File: src/rtl/tx_module_pkg.sv
// rtl/tx_module_pkg.sv - shared UART state encodings, configuration field layout and helpers
package tx_module_pkg;

    localparam logic [2:0] ST_IDLE        = 3'd0;
    localparam logic [2:0] ST_SEND_START  = 3'd1;
    localparam logic [2:0] ST_SEND_DATA   = 3'd2;
    localparam logic [2:0] ST_SEND_PARITY = 3'd3;
    localparam logic [2:0] ST_SEND_STOP   = 3'd4;

    localparam logic [3:0] SAMPLE_COUNTER_MAX = 4'd15;

    // Configuration word layout: {data[1:0], stop[1:0], parity_en}
    localparam int CONF_PARITY_BIT = 0;
    localparam int CONF_STOP_LSB   = 1;
    localparam int CONF_DATA_LSB   = 3;

    localparam int DATA_BITS_BASE = 5;

    // Selects the low 5..8 bits of a character according to the data-width field.
    function automatic logic [7:0] data_mask(input logic [1:0] data_conf);
        logic [1:0] drop;
        drop = 2'd3 - data_conf;
        return 8'hFF >> drop;
    endfunction

endpackage

File: src/rtl/uart_symbol_timer.sv
// rtl/uart_symbol_timer.sv - per-symbol oversample tick counter with symbol-end strobe
module uart_symbol_timer #(
    parameter int                 WIDTH = 4,
    parameter logic [WIDTH-1:0]   MAX   = '1
) (
    input  logic clk_i,
    input  logic rst_ni,
    input  logic clear_i,
    input  logic tick_i,
    output logic symbol_end_o
);

    logic [WIDTH-1:0] count;

    always_ff @(posedge clk_i or negedge rst_ni) begin
        if (!rst_ni) begin
            count <= '0;
        end else if (clear_i) begin
            count <= '0;
        end else if (tick_i) begin
            count <= (count == MAX) ? '0 : count + 1'b1;
        end
    end

    assign symbol_end_o = tick_i && !clear_i && (count == MAX);

endmodule

File: src/rtl/tx_module.sv
// rtl/tx_module.sv - UART transmit engine: start, 5-8 data bits LSB first, optional even parity, 1-4 stop bits
module tx_module
    import tx_module_pkg::*;
#(
    parameter int MAX_UART_DATA_W      = 8,
    parameter int STOP_CONF_WIDTH      = 2,
    parameter int DATA_CONF_WIDTH      = 2,
    parameter int SAMPLE_COUNTER_WIDTH = 4,
    parameter int TOTAL_CONF_WIDTH     = 5
) (
    input  logic                        clk_i,
    input  logic                        rst_ni,
    input  logic                        baud_en_i,
    input  logic                        tx_en_i,
    input  logic                        tx_start_i,
    input  logic [TOTAL_CONF_WIDTH-1:0] tx_conf_i,
    input  logic [MAX_UART_DATA_W-1:0]  tx_data_i,
    output logic                        uart_tx_o,
    output logic                        tx_busy_o,
    output logic                        tx_done_o
);

    localparam int CNT_W = $clog2(MAX_UART_DATA_W);
    localparam logic [CNT_W-1:0] LAST_BIT_BASE = CNT_W'(DATA_BITS_BASE - 1);

    logic [2:0]                  state;
    logic [MAX_UART_DATA_W-1:0]  data_r;
    logic [TOTAL_CONF_WIDTH-1:0] conf_r;
    logic [CNT_W-1:0]            data_cnt;
    logic [STOP_CONF_WIDTH-1:0]  stop_cnt;
    logic                        line_r;
    logic                        busy_r;
    logic                        done_r;

    logic                        in_frame;
    logic                        symbol_end;
    logic                        parity_en;
    logic [STOP_CONF_WIDTH-1:0]  stop_conf;
    logic [DATA_CONF_WIDTH-1:0]  data_conf;
    logic                        last_data;
    logic                        parity_bit;

    assign parity_en = conf_r[CONF_PARITY_BIT];
    assign stop_conf = conf_r[CONF_STOP_LSB +: STOP_CONF_WIDTH];
    assign data_conf = conf_r[CONF_DATA_LSB +: DATA_CONF_WIDTH];

    assign in_frame   = (state == ST_SEND_START) || (state == ST_SEND_DATA) ||
                        (state == ST_SEND_PARITY) || (state == ST_SEND_STOP);
    assign last_data  = (data_cnt == LAST_BIT_BASE + CNT_W'(data_conf));
    // Parity covers only the bits actually transmitted, not the dropped upper bits.
    assign parity_bit = ^(data_r & MAX_UART_DATA_W'(data_mask(data_conf)));

    uart_symbol_timer #(
        .WIDTH (SAMPLE_COUNTER_WIDTH),
        .MAX   (SAMPLE_COUNTER_MAX)
    ) u_symbol_timer (
        .clk_i        (clk_i),
        .rst_ni       (rst_ni),
        .clear_i      (!in_frame),
        .tick_i       (baud_en_i && in_frame),
        .symbol_end_o (symbol_end)
    );

    always_ff @(posedge clk_i or negedge rst_ni) begin
        if (!rst_ni) begin
            state    <= ST_IDLE;
            data_r   <= '0;
            conf_r   <= '0;
            data_cnt <= '0;
            stop_cnt <= '0;
            line_r   <= 1'b1;
            busy_r   <= 1'b0;
            done_r   <= 1'b0;
        end else begin
            done_r <= 1'b0;
            case (state)
                ST_IDLE: begin
                    line_r <= 1'b1;
                    busy_r <= 1'b0;
                    if (tx_en_i && tx_start_i) begin
                        data_r   <= tx_data_i;
                        conf_r   <= tx_conf_i;
                        data_cnt <= '0;
                        stop_cnt <= '0;
                        busy_r   <= 1'b1;
                        line_r   <= 1'b0;
                        state    <= ST_SEND_START;
                    end
                end
                ST_SEND_START: begin
                    if (symbol_end) begin
                        line_r <= data_r[0];
                        state  <= ST_SEND_DATA;
                    end
                end
                ST_SEND_DATA: begin
                    if (symbol_end) begin
                        if (!last_data) begin
                            data_cnt <= data_cnt + 1'b1;
                            line_r   <= data_r[data_cnt + 1'b1];
                        end else if (parity_en) begin
                            line_r <= parity_bit;
                            state  <= ST_SEND_PARITY;
                        end else begin
                            line_r <= 1'b1;
                            state  <= ST_SEND_STOP;
                        end
                    end
                end
                ST_SEND_PARITY: begin
                    if (symbol_end) begin
                        line_r <= 1'b1;
                        state  <= ST_SEND_STOP;
                    end
                end
                ST_SEND_STOP: begin
                    line_r <= 1'b1;
                    if (symbol_end) begin
                        if (stop_cnt == stop_conf) begin
                            busy_r <= 1'b0;
                            done_r <= 1'b1;
                            state  <= ST_IDLE;
                        end else begin
                            stop_cnt <= stop_cnt + 1'b1;
                        end
                    end
                end
                default: begin
                    line_r <= 1'b1;
                    busy_r <= 1'b0;
                    state  <= ST_IDLE;
                end
            endcase
        end
    end

    assign uart_tx_o = line_r;
    assign tx_busy_o = busy_r;
    assign tx_done_o = done_r;

endmodule

File: config.mk
export PLATFORM = sky130hd
export DESIGN_NAME = tx_module
export DESIGN_NICKNAME = d
export VERILOG_FILES = /design/src/rtl/tx_module_pkg.sv /design/src/rtl/uart_symbol_timer.sv /design/src/rtl/tx_module.sv
export SDC_FILE = /design/constraint.sdc
export NUM_CORES = 1
export LEC_CHECK = 0
export CORE_MARGIN = 2
export CORE_UTILIZATION = 50
export DETAILED_ROUTE_END_ITERATION = 10
export PLACE_DENSITY = 0.85
export SYNTH_ARGS = -nofsm -noshare
export SYNTH_HDL_FRONTEND = slang
export SYNTH_SLANG_ARGS = --single-unit
File: constraint.sdc
create_clock -name clk_i -period 2.3 [get_ports clk_i]
set_input_delay 0.345 -clock clk_i [delete_from_list [all_inputs] [get_ports clk_i]]
set_output_delay 0.345 -clock clk_i [all_outputs]
set_load 0.02 [all_outputs]
==> flow_summary_export.csv, run 1 <==
group,metric,value,unit
run_status,status,"finished, final reports clean",
synth,synth-main-ff-cell,"dfrtp_1",
route,wl_per_cell,14.3,um
placement,pre_cts_slack,280,ps
clock_network,cts.path.max_buffers,2,
sta,max_slew_margin,62.9,%
sta,fmax,520,MHz
pwr,total_power,0.00190,W
global_route,grt_pass1_wl,4900,um
cells_and_area,drive_gt1_share,14.9,%
global_route,first_global_vias,1139,
synth,synth_seq_cells,28,
synth,synth_top_area_cell,"dfrtp_1",
global_route,groute.usage.overall,18.1,%
sta,tightestPinTransition,555,ps
sta,finalCritPeriodShare,83.6,%
clock_network,cts_resized,0,
synth,synth_top_area_share,43.9,%
worst_setup_path,crit_start,"data_cnt[0]$_DFFE_PN0P_",
route,vias,1152,
floorplan,core-area,3000,um^2
clock_network,clock_latency,320,ps
cells_and_area,nets,182,
global_route,grt_max_degree,29,
worst_setup_path,cp_data_arrival_time,2180,ps
clock_network,cts_made_buffers,3,
sta,drv_slew,0,
sta,setup_tns,0,ps
sta,hold-worst-slack,364,ps
worst_setup_path,timing.rr.end,"uart_tx_o$_DFFE_PN1P_",
synth,synth_area,1540,um^2
worst_setup_path,critPathCaptureType,"register",
synth,syn_inst,141,
floorplan,fp.dieW,59.5,um
worst_setup_path,path_cells,"ha_1, mux4_2, mux2i_1, nand2_1, o311ai_0, o21ai_0",
synth,synth.distinct_cells,42,
worst_setup_path,reg2reg_slack,380,ps
pwr,p_comb_share,42.7,%
route,first_pass_iters,5,
sta,rsz0062_at_grt,"no",
pwr,irDropWorstVdd,0.864,mV
pwr,switching_share,34.5,%
global_route,grt-ovfl-total,0,
sta,setup_ws,377,ps
sta,fin_skew,4.47,ps
global_route,antenna_found_initial,0,
cells_and_area,mostFrequentLayoutCells,"dfrtp_1, clkdlybuf4s50_1, nor2_1, mux2_2",
cells_and_area,areaGrowthSynthToFinish,16.1,%
pwr,p_leak,0.713,nW
placement,post-dp-hpwl,2210,um
floorplan,rows,20,
pwr,p_sw,0.000655,W
worst_setup_path,reg2reg_depth,6,
synth,synth_nets,161,
pwr,internal_power,0.00124,W
worst_setup_path,cp_top_family,"multiplexers",
worst_setup_path,cp_data_required_time,2550,ps
clock_network,cts_setup_buffers,0,
min_path,hold_class,"in2async",
clock_network,cts_tree,"yes",
worst_setup_path,worst-setup-path-type,"reg2reg",
pwr,p_per_area,1060,nW/um^2
clock_network,cts_root_buf,"clkbuf_4",
cells_and_area,fillers,258,
sta,hold_viol,0,
clock_network,holdBufCountCts,0,
worst_setup_path,cp_max_fo,6,
floorplan,start_util,51.3,%
pwr,clockPowerShare,10.9,%
synth,ys_async_sr_fraction,100,%
sta,setup_viol,0,
route,drc,0,
sta,fin_crit,1920,ps
floorplan,design.die.area,3540,um^2
clock_network,cts.sinks,28,
floorplan,pin_count,21,
clock_network,htree_levels,1,
synth,synth_edf_count,0,
synth,ys_seq_area_share,45.6,%
route,first_iter_violations,36,
clock_network,path_clk_slew,150,ps
synth,yosys_warnings,0,
route,routed_wl,2780,um
worst_setup_path,cp_slowest_cell,"mux4_2",
synth,synthTopCellsByArea,"dfrtp_1, mux2_2, xnor2_1, nor2_1, mux4_2",
worst_setup_path,worst_path_largest_cell_delay,520,ps
pwr,seqPwrFrac,46.3,%
worst_setup_path,crit_buf_inv,0,
placement,io_buffers,20,
cells_and_area,diodes,0,
worst_setup_path,r2r_start,"data_cnt[0]$_DFFE_PN0P_",
route,ant_nets,0,
placement,place_congestion,0.851,
floorplan,dieHeight,59.5,um
route,via_per_inst,5.94,
job,drv_cap,0,
worst_setup_path,startpoint_type,"register",
cells_and_area,layout_commonest_cell,"dfrtp_1",
synth,avgSynthCellArea,10.9,um^2
[metal layers]
metal / vias to the layer above / global-route usage (%) / wire [um]
met5: - / 0 / 0
met4: 0 / 5.71 / 42
met1: 560 / 22.6 / 1150
met3: 6 / 1.97 / 89
met2: 24 / 32.7 / 1500
li1: 562 / - / -
[kinds of logic (layout without fill, tap and decap cells)]
| family | after synthesis | in the layout | share of synthesized area (%) |
|---|---|---|---|
| adder cells (fa/ha/maj) | 2 | 2 | 1.62 |
| flip-flops | 28 | 28 | 45.6 |
| AO/OA/AOI/OAI | 33 | 33 | 14.0 |
| AND/OR/NAND/NOR | 36 | 36 | 12.3 |
| multiplexers | 19 | 19 | 15.0 |
| XOR/XNOR | 13 | 13 | 8.29 |
| buffers and inverters | 10 | 30 | 3.25 |
[registers in the layout (all words and copies together) (netlist names), 2 cells and up]
name                  count
data_r                    8
conf_r                    5
stop_cnt                  2
u_symbol_timer.count      4
data_cnt                  3
state                     3
[stage by stage]
step                cell area [um^2]  utilization (%)  std cells
detailed placement              1760             58.7        190
floorplan                       1540                -        141
global placement                1760             58.7        190
CTS                             1790             59.5        194
finish                          1790             59.5        194
global route                    1790             59.5        194
[cell type report]
| cell class | count | area, um^2 | area share [%] |
|---|---|---|---|
| multi-input combinational | 103 | 788 | 44.1 |
| timing repair buffer | 22 | 215 | 12.0 |
| sequential | 28 | 702 | 39.3 |
| tap | 33 | 41.3 | 2.31 |
| inverter | 4 | 15.0 | 0.840 |
| clock buffer | 4 | 26.3 | 1.47 |
[worst reg2reg max path, cell delays in order, from the launching register on]
cell      delay, ps
dfrtp_1         510
ha_1            400
mux4_2          520
mux2i_1         150
nand2_1          60
o311ai_0         90
o21ai_0         130
[synth_stat cells, drive strengths merged, types with 3 or more instances]
| master | instances |
|---|---|
| dfrtp | 27 |
| nand2 | 7 |
| a22o | 3 |
| nor3b | 3 |
| xor2 | 4 |
| o21ai | 9 |
| nor2 | 14 |
| a21oi | 7 |
| inv | 4 |
| nand3 | 4 |
| mux2 | 13 |
| mux2i | 4 |
| xnor2 | 8 |
| buf | 4 |
| nor3 | 3 |
[worst max path at each step]
stage	endpoint	slack, ps	depth (start not counted)
after detailed placement	data_cnt[2]$_DFFE_PN0P_	280	5
after global placement	data_cnt[2]$_DFFE_PN0P_	320	5
after floorplan	uart_tx_o$_DFFE_PN1P_	630	6
after CTS	uart_tx_o$_DFFE_PN1P_	360	6
after global routing	uart_tx_o$_DFFE_PN1P_	170	6
final	uart_tx_o$_DFFE_PN1P_	380	6
[power by group through the flow]
stage | clock network [W] | logic, W | registers, W
after detailed placement | 0 | 0.000821 | 0.000893
after floorplan | 0 | 0.000675 | 0.000825
after global placement | 0 | 0.000784 | 0.000870
after CTS | 0.000213 | 0.000824 | 0.000880
final | 0.000207 | 0.000812 | 0.000880
after global routing | 0.000231 | 0.000885 | 0.000909
No activity file was read; power rests on OpenSTA's default activity.
==> inputs of run 2 (changes only) <==
Clock period 2.3 ns to 2 ns, I/O delays scaled along.
==> flow_summary_export.csv, run 2 (synthesized netlist as in run 1, its figures left out) <==
group,metric,value,unit
run_status,status,"finished, final reports clean",
route,first_iter_violations,55,
clock_network,cts_made_buffers,3,
cells_and_area,register_area,702,um^2
sta,setup_tns,0,ps
worst_setup_path,timing.rr.end,"uart_tx_o$_DFFE_PN1P_",
sta,tightestPinTransition,550,ps
route,wl_per_cell,15.9,um
sta,hold_viol,0,
pwr,p_per_area,1220,nW/um^2
job,drv_cap,0,
sta,finalCritPeriodShare,93.4,%
sta,rsz0062_at_grt,"no",
cells_and_area,layout_commonest_cell,"dfrtp_1",
cells_and_area,nets,185,
sta,max_slew_margin,63.3,%
route,via_per_inst,5.91,
floorplan,dieHeight,59.5,um
clock_network,cts_root_buf,"clkbuf_4",
floorplan,rows,20,
worst_setup_path,critPathCaptureType,"register",
global_route,grt_pass1_wl,5390,um
clock_network,htree_levels,1,
clock_network,cts.sinks,28,
floorplan,start_util,51.3,%
route,first_pass_iters,4,
floorplan,core-area,3000,um^2
global_route,grt_max_degree,29,
cells_and_area,utilization,60.3,%
cells_and_area,regMostFlops,"data_r",
worst_setup_path,startpoint_type,"register",
sta,fin_skew,6.19,ps
worst_setup_path,r2r_start,"data_cnt[1]$_DFFE_PN0P_",
floorplan,pin_count,21,
cells_and_area,mostFrequentLayoutCells,"dfrtp_1, clkdlybuf4s50_1, nor2_1, mux2_2",
cells_and_area,fillers,245,
clock_network,clock_latency,340,ps
worst_setup_path,reg2reg_depth,6,
route,vias,1164,
clock_network,cts.path.max_buffers,2,
placement,io_buffers,20,
placement,post-dp-hpwl,2360,um
global_route,groute.usage.overall,20.3,%
worst_setup_path,cp_data_arrival_time,2130,ps
route,ant_nets,0,
cells_and_area,diodes,0,
route,drc,0,
placement,place_congestion,0.899,
sta,setup_viol,0,
cells_and_area,largest_registers,"data_r (8), conf_r (5), u_symbol_timer.count (4)",
clock_network,path_clk_slew,150,ps
floorplan,fp.dieW,59.5,um
clock_network,cts_setup_buffers,0,
clock_network,cts_tree,"yes",
cells_and_area,areaGrowthSynthToFinish,17.5,%
global_route,antenna_found_initial,0,
worst_setup_path,cp_max_fo,4,
cells_and_area,largest_reg_flops,8,
clock_network,holdBufCountCts,0,
worst_setup_path,worst-setup-path-type,"reg2reg",
sta,fmax,535,MHz
pwr,p_leak,0.728,nW
global_route,grt-ovfl-total,0,
route,routed_wl,3130,um
cells_and_area,multi_input_area,788,um^2
sta,drv_slew,0,
pwr,irDropWorstVdd,0.726,mV
clock_network,cts_resized,0,
cells_and_area,drive_gt1_share,16.5,%
global_route,first_global_vias,1191,
worst_setup_path,reg2reg_slack,130,ps
worst_setup_path,cp_data_required_time,2270,ps
floorplan,design.die.area,3540,um^2
sta,fin_crit,1870,ps
min_path,hold_class,"in2async",
run 2: changes by cell type in the layout (fill, tap and decap cells not counted), sizes merged:
cell / change
buf: +3
run 2: layer usage:
metal  up-vias  global-route usage (%)  part of all wire [%]
met5         -                       0                     0
met4         0                    7.94                   1.5
met3         5                    1.97                   2.9
met2        22                    36.3                    56
met1       583                    25.2                    40
li1        554                       -                     -
run 2: layout make-up:
| cell class | instances | share of cell area, % |
|---|---|---|
| sequential | 28 | 38.8 |
| tap | 33 | 2.28 |
| clock buffer | 4 | 1.45 |
| inverter | 4 | 0.829 |
| multi-input combinational | 103 | 43.5 |
| timing repair buffer | 25 | 13.1 |
run 2: worst max-delay path by stage:
stage	startpoint	end	slack (ps)	cells past startpoint
3_3_place_gp	baud_en_i	stop_cnt[1]$_DFFE_PN0P_	200	4
4_1_cts	data_cnt[1]$_DFFE_PN0P_	uart_tx_o$_DFFE_PN1P_	130	6
2_1_floorplan	data_cnt[1]$_DFFE_PN0P_	uart_tx_o$_DFFE_PN1P_	330	6
5_1_grt	data_cnt[1]$_DFFE_PN0P_	uart_tx_o$_DFFE_PN1P_	30	6
3_5_place_dp	baud_en_i	data_cnt[1]$_DFFE_PN0P_	120	5
6_report	data_cnt[1]$_DFFE_PN0P_	uart_tx_o$_DFFE_PN1P_	130	6
run 2: through the flow:
step	std cells	hold WS (ps)	instance area [um^2]	power (W)	worst slack [ps]
global route	197	334	1810	0.00236	29.3
floorplan	141	4.41	1540	0.00172	334
CTS	197	317	1810	0.00222	131
finish	197	307	1810	0.00220	132
detailed placement	193	500	1780	0.00198	115
global placement	193	482	1780	0.00191	195
run 2: worst max-delay path, stage by stage, from the launching register on:
cell and delay (ps):
dfrtp_1 460, ha_1 390, mux4_2 510, mux2i_1 140
nand2_1 70, o311ai_0 90, o21ai_0 130
run 2: where the power goes:
part	internal, W	total, W	leakage [nW]	switching, W
sequential	0.000776	0.00101	0.350	0.000235
combinational	0.000582	0.000947	0.364	0.000364
clock	0.0000785	0.000245	0.0150	0.000166
total	0.00144	0.00220	0.728	0.000766
==> variant 1: new RTL, config.mk and constraints of run 1 <==
The parameter `MAX_UART_DATA_W` goes from 8 to 4.
--- a/src/rtl/tx_module.sv
+++ b/src/rtl/tx_module.sv
@@ -2,7 +2,7 @@
 module tx_module
     import tx_module_pkg::*;
 #(
-    parameter int MAX_UART_DATA_W      = 8,
+    parameter int MAX_UART_DATA_W      = 4,
     parameter int STOP_CONF_WIDTH      = 2,
     parameter int DATA_CONF_WIDTH      = 2,
     parameter int SAMPLE_COUNTER_WIDTH = 4,
Ports: changed (resized tx_data_i); port bits go from 21 to 17. No check against the original RTL was run, so the function may have changed too.
==> variant 1 against run 1 <==
- power shrank 25%
- clock skew is essentially flat
- sequential power shrank 19%
- worst setup slack gained 0.027 ns
- synthesized area shrank 20%
- routed wire length shrank 9.8%
- critical path depth shrank 2
- utilization grew 3.7 points
- sequential cell count shrank 5
- cell area shrank 19%
- critical path type unchanged
- largest cell class unchanged
- highest routed layer unchanged
==> variant 1: results (changes against run 1) <==
metric,value,unit,change
status,"finished, final reports clean",,unchanged
grt_pass1_vias,958,,was 1139
ys_seq_area_share,47.0,%,was 45.6%
multiInputGateArea,604,µm²,was 788 µm²
crit_fanout,12,,was 6
synthDistinctLibCells,37,,was 42
cpMaxStageDelayCell,dfrtp_1,,was mux4_2
synth-compound-area-share,11.8,%,was 14.0%
power_density,994,nW/µm²,was 1060 nW/µm²
syn-num-nets,147,,was 161
reg.largest.list,"conf_r (5), data_r (4), u_symbol_timer.count (4)",,"was data_r (8), conf_r (5), u_symbol_timer.count (4)"
syn2layout_area_growth,17.3,%,was 16.1%
swShare,38.5,%,was 34.5%
vias,1040,,was 1152
dp_slack,0.309,ns,was 0.280 ns
postLayoutCoreUtil,63.3,%,was 59.5%
place_congestion,0.802,,was 0.851
inverters_excl_clock,2,,was 4
dp.cells,173,,was 190
clkCellAreaFrac,1.82,%,was 1.47%
seq_area_share,40.1,%,was 39.3%
dpl.hpwl,1840,µm,was 2210 µm
grt_pass1_wl,4110,µm,was 4900 µm
synth.top_cell.area_share,44.9,%,was 43.9%
buffers,20,,was 22
p_leak,0.636,nW,was 0.713 nW
vdd_ir_drop_max,0.488,mV,was 0.864 mV
clk_pin_slew,0.13,ns,was 0.15 ns
crit_family,compound AO/OA/AOI/OAI gates,,was multiplexers
grt_util_all_layers,19.9,%,was 18.1%
wl,2510,µm,was 2780 µm
io_buffer_count,16,,was 20
synth_xor_area_share,6.42,%,was 8.29%
final-nonclk-buf-share,13.2,%,was 12.0%
synthTopCellsByArea,"dfrtp_1 (45%), nand2_1 (10%), xor2_1 (4.3%)",,"was dfrtp_1 (44%), mux2_2 (9.5%), xnor2_1 (4.5%)"
nFillCells,182,,was 258
cts.sinks,23,,was 28
synth_fa_ha_area_share,1.02,%,was 1.62%
cp.arrival,2.08,ns,was 2.18 ns
placed_area,1410,µm²,was 1760 µm²
grt_max_degree,15,,was 29
r2r_start,state[0]$_DFFE_PN0P_,,was data_cnt[0]$_DFFE_PN0P_
drive_above_1_share,8.72,%,was 14.9%
==> variant 1: cell types whose count changed after synthesis, moves of 3 or more <==
cell,change
a21oi_1,-4
mux2_2,-12
o21ai_0,-4
xnor2_1,-5
nand2_1,+26
a22o_1,-3
dfrtp_1,-5
==> variant 1: power by group through the flow <==
stage / sequential, W / combinational (W) / clock [W]
final: 0.000709 / 0.000534 / 0.000188
after global routing: 0.000727 / 0.000597 / 0.000208
after CTS: 0.000707 / 0.000538 / 0.000194
after detailed placement: 0.000715 / 0.000537 / 0
after global placement: 0.000701 / 0.000507 / 0
after floorplan: 0.000686 / 0.000406 / 0
==> variant 1: worst reg2reg max path, delay by kind of cell (launching register included) <==
family,cells,cell delay [ns]
AOI/OAI and AO/OA,2,0.59
and+or+nand+nor,1,0.41
xor gates and xnor gates,1,0.26
DFF,1,0.52
==> variant 1: metal layers <==
layer	up-vias	global-route usage, %	wire length (µm)
met5	-	0	0
met4	0	9.40	41
met3	6	2.50	132
met2	45	32.9	1240
met1	490	26.0	1090
li1	499	-	-
==> variant 2: new RTL, config.mk and constraints of run 1 <==
Without the edit above. Register the output `uart_tx_o` once more, cleared by the reset; this adds one clock of latency there. The other outputs are not delayed to match.
--- a/src/rtl/tx_module.sv
+++ b/src/rtl/tx_module.sv
@@ -134,7 +134,13 @@
         end
     end
 
-    assign uart_tx_o = line_r;
+    always_ff @(posedge clk_i or negedge rst_ni) begin
+        if (!rst_ni) begin
+            uart_tx_o <= '0;
+        end else begin
+            uart_tx_o <= line_r;
+        end
+    end
     assign tx_busy_o = busy_r;
     assign tx_done_o = done_r;
 
Behaviour: not the same (a bounded check fails within 4 cycles, from zero or initial values and one cycle with rst_ni low).
==> variant 2 against run 1 <==
- cell count up 6.7%
- largest cell class unchanged
- cell area up 4.3%
- sequential power up 2.4%
- critical path depth down 2
- routed wire length up 5.5%
- global-route usage up 0.80 points
- power up 5.6%
- via count down 0.87%
- sequential cell count up 1
- worst setup slack better by 0.027 ns
- synthesized area up 2.4%
==> variant 2: results (changes against run 1) <==
metric,value,unit,change
h-tree-depth,2,,was 1
syn-num-nets,159,,was 161
grt.met3_usage,4.55,%,was 1.97%
grt_util_all_layers,18.9,%,was 18.1%
drt_iter0_drc,67,,was 36
clk_pin_slew,0.10,ns,was 0.15 ns
crit_family,simple AND/OR/NAND/NOR gates,,was multiplexers
skew,0.0134,ns,was 0.00447 ns
avgRoutedWirePerCell,14.2,µm,was 14.3 µm
r2r_start,state[0]$_DFFE_PN0P_,,was data_cnt[0]$_DFFE_PN0P_
vdd_ir_drop_max,0.687,mV,was 0.864 mV
status,"finished, final reports clean",,unchanged
r2r_cells,4,,was 6
viasPerCell,5.52,,was 5.94
worst_path_largest_cell_delay,0.48,ns,was 0.52 ns
drive_above_1_share,19.6,%,was 14.9%
p_leak,0.755,nW,was 0.713 nW
use_met1,20.9,%,was 22.6%
cpMaxStageDelayCell,dfrtp_1,,was mux4_2
grt_pass1_wl,4890,µm,was 4900 µm
drt_first_pass_iters,4,,was 5
ys_seq_area_share,46.1,%,was 45.6%
r2r_setup_slack,0.40,ns,was 0.38 ns
tightest_slew,0.405,ns,was 0.555 ns
synthTopCellsByArea,"dfrtp_1 (44%), mux2_2 (10%), xnor2_1 (4.4%)",,"was dfrtp_1 (44%), mux2_2 (9.5%), xnor2_1 (4.5%)"
grt_util_met2,33.7,%,was 32.7%
## variant 2: where the power goes
part / internal, W / switching, W / leakage, nW
Clock: 0.000116 / 0.000179 / 0.0320
Sequential: 0.000704 / 0.000197 / 0.362
Combinational: 0.000492 / 0.000317 / 0.361
Total: 0.00131 / 0.000694 / 0.755
## variant 2: worst max-delay path by stage
stage / endpoint / startpoint / slack (ns)
3_3_place_gp: data_cnt[0]$_DFFE_PN0P_ / baud_en_i / 0.34
6_report: data_r[7]$_DFFE_PN0P_ / state[0]$_DFFE_PN0P_ / 0.40
3_5_place_dp: data_cnt[2]$_DFFE_PN0P_ / baud_en_i / 0.28
5_1_grt: data_r[2]$_DFFE_PN0P_ / state[0]$_DFFE_PN0P_ / 0.30
2_1_floorplan: conf_r[3]$_DFFE_PN0P_ / state[0]$_DFFE_PN0P_ / 0.55
4_1_cts: data_r[7]$_DFFE_PN0P_ / state[0]$_DFFE_PN0P_ / 0.40
## variant 2: layout make-up
| type | instances | area (µm²) |
|---|---|---|
| clock buffer | 6 | 41.3 |
| clock inverter | 2 | 10.0 |
| fill | 271 | 1160 |
| inverter | 1 | 3.75 |
| multi-input combinational | 102 | 805 |
| sequential | 29 | 727 |
| tap | 44 | 55.1 |
| timing repair buffer | 23 | 223 |
## variant 2: metrics by stage
step                cells  worst slack, ns  utilization (%)  hold slack (ns)  area (µm²)
floorplan             139            0.552                -           0.0494        1580
detailed placement    199            0.279             59.9            0.399        1810
finish                207            0.404             61.6            0.388        1860
global route          207            0.302             61.6            0.413        1860
global placement      199            0.344             59.9            0.394        1810
CTS                   207            0.401             61.6            0.402        1860
## variant 2: cell families after synthesis
family / count (synthesis) / share of synthesized area [%]
muxes: 21 / 16.0
AOI/OAI and AO/OA: 26 / 12.0
buffers and inverters: 8 / 2.86
and+or+nand+nor: 41 / 13.9
adders and majority gates: 2 / 1.59
DFF: 29 / 46.1
xor gates and xnor gates: 12 / 7.54
## variant 2: layer usage
layer,part of all wire (%),vias to the layer above
li1,-,547
met1,40,557
met2,52,31
met3,5.4,7
met4,1.9,0
met5,0,-
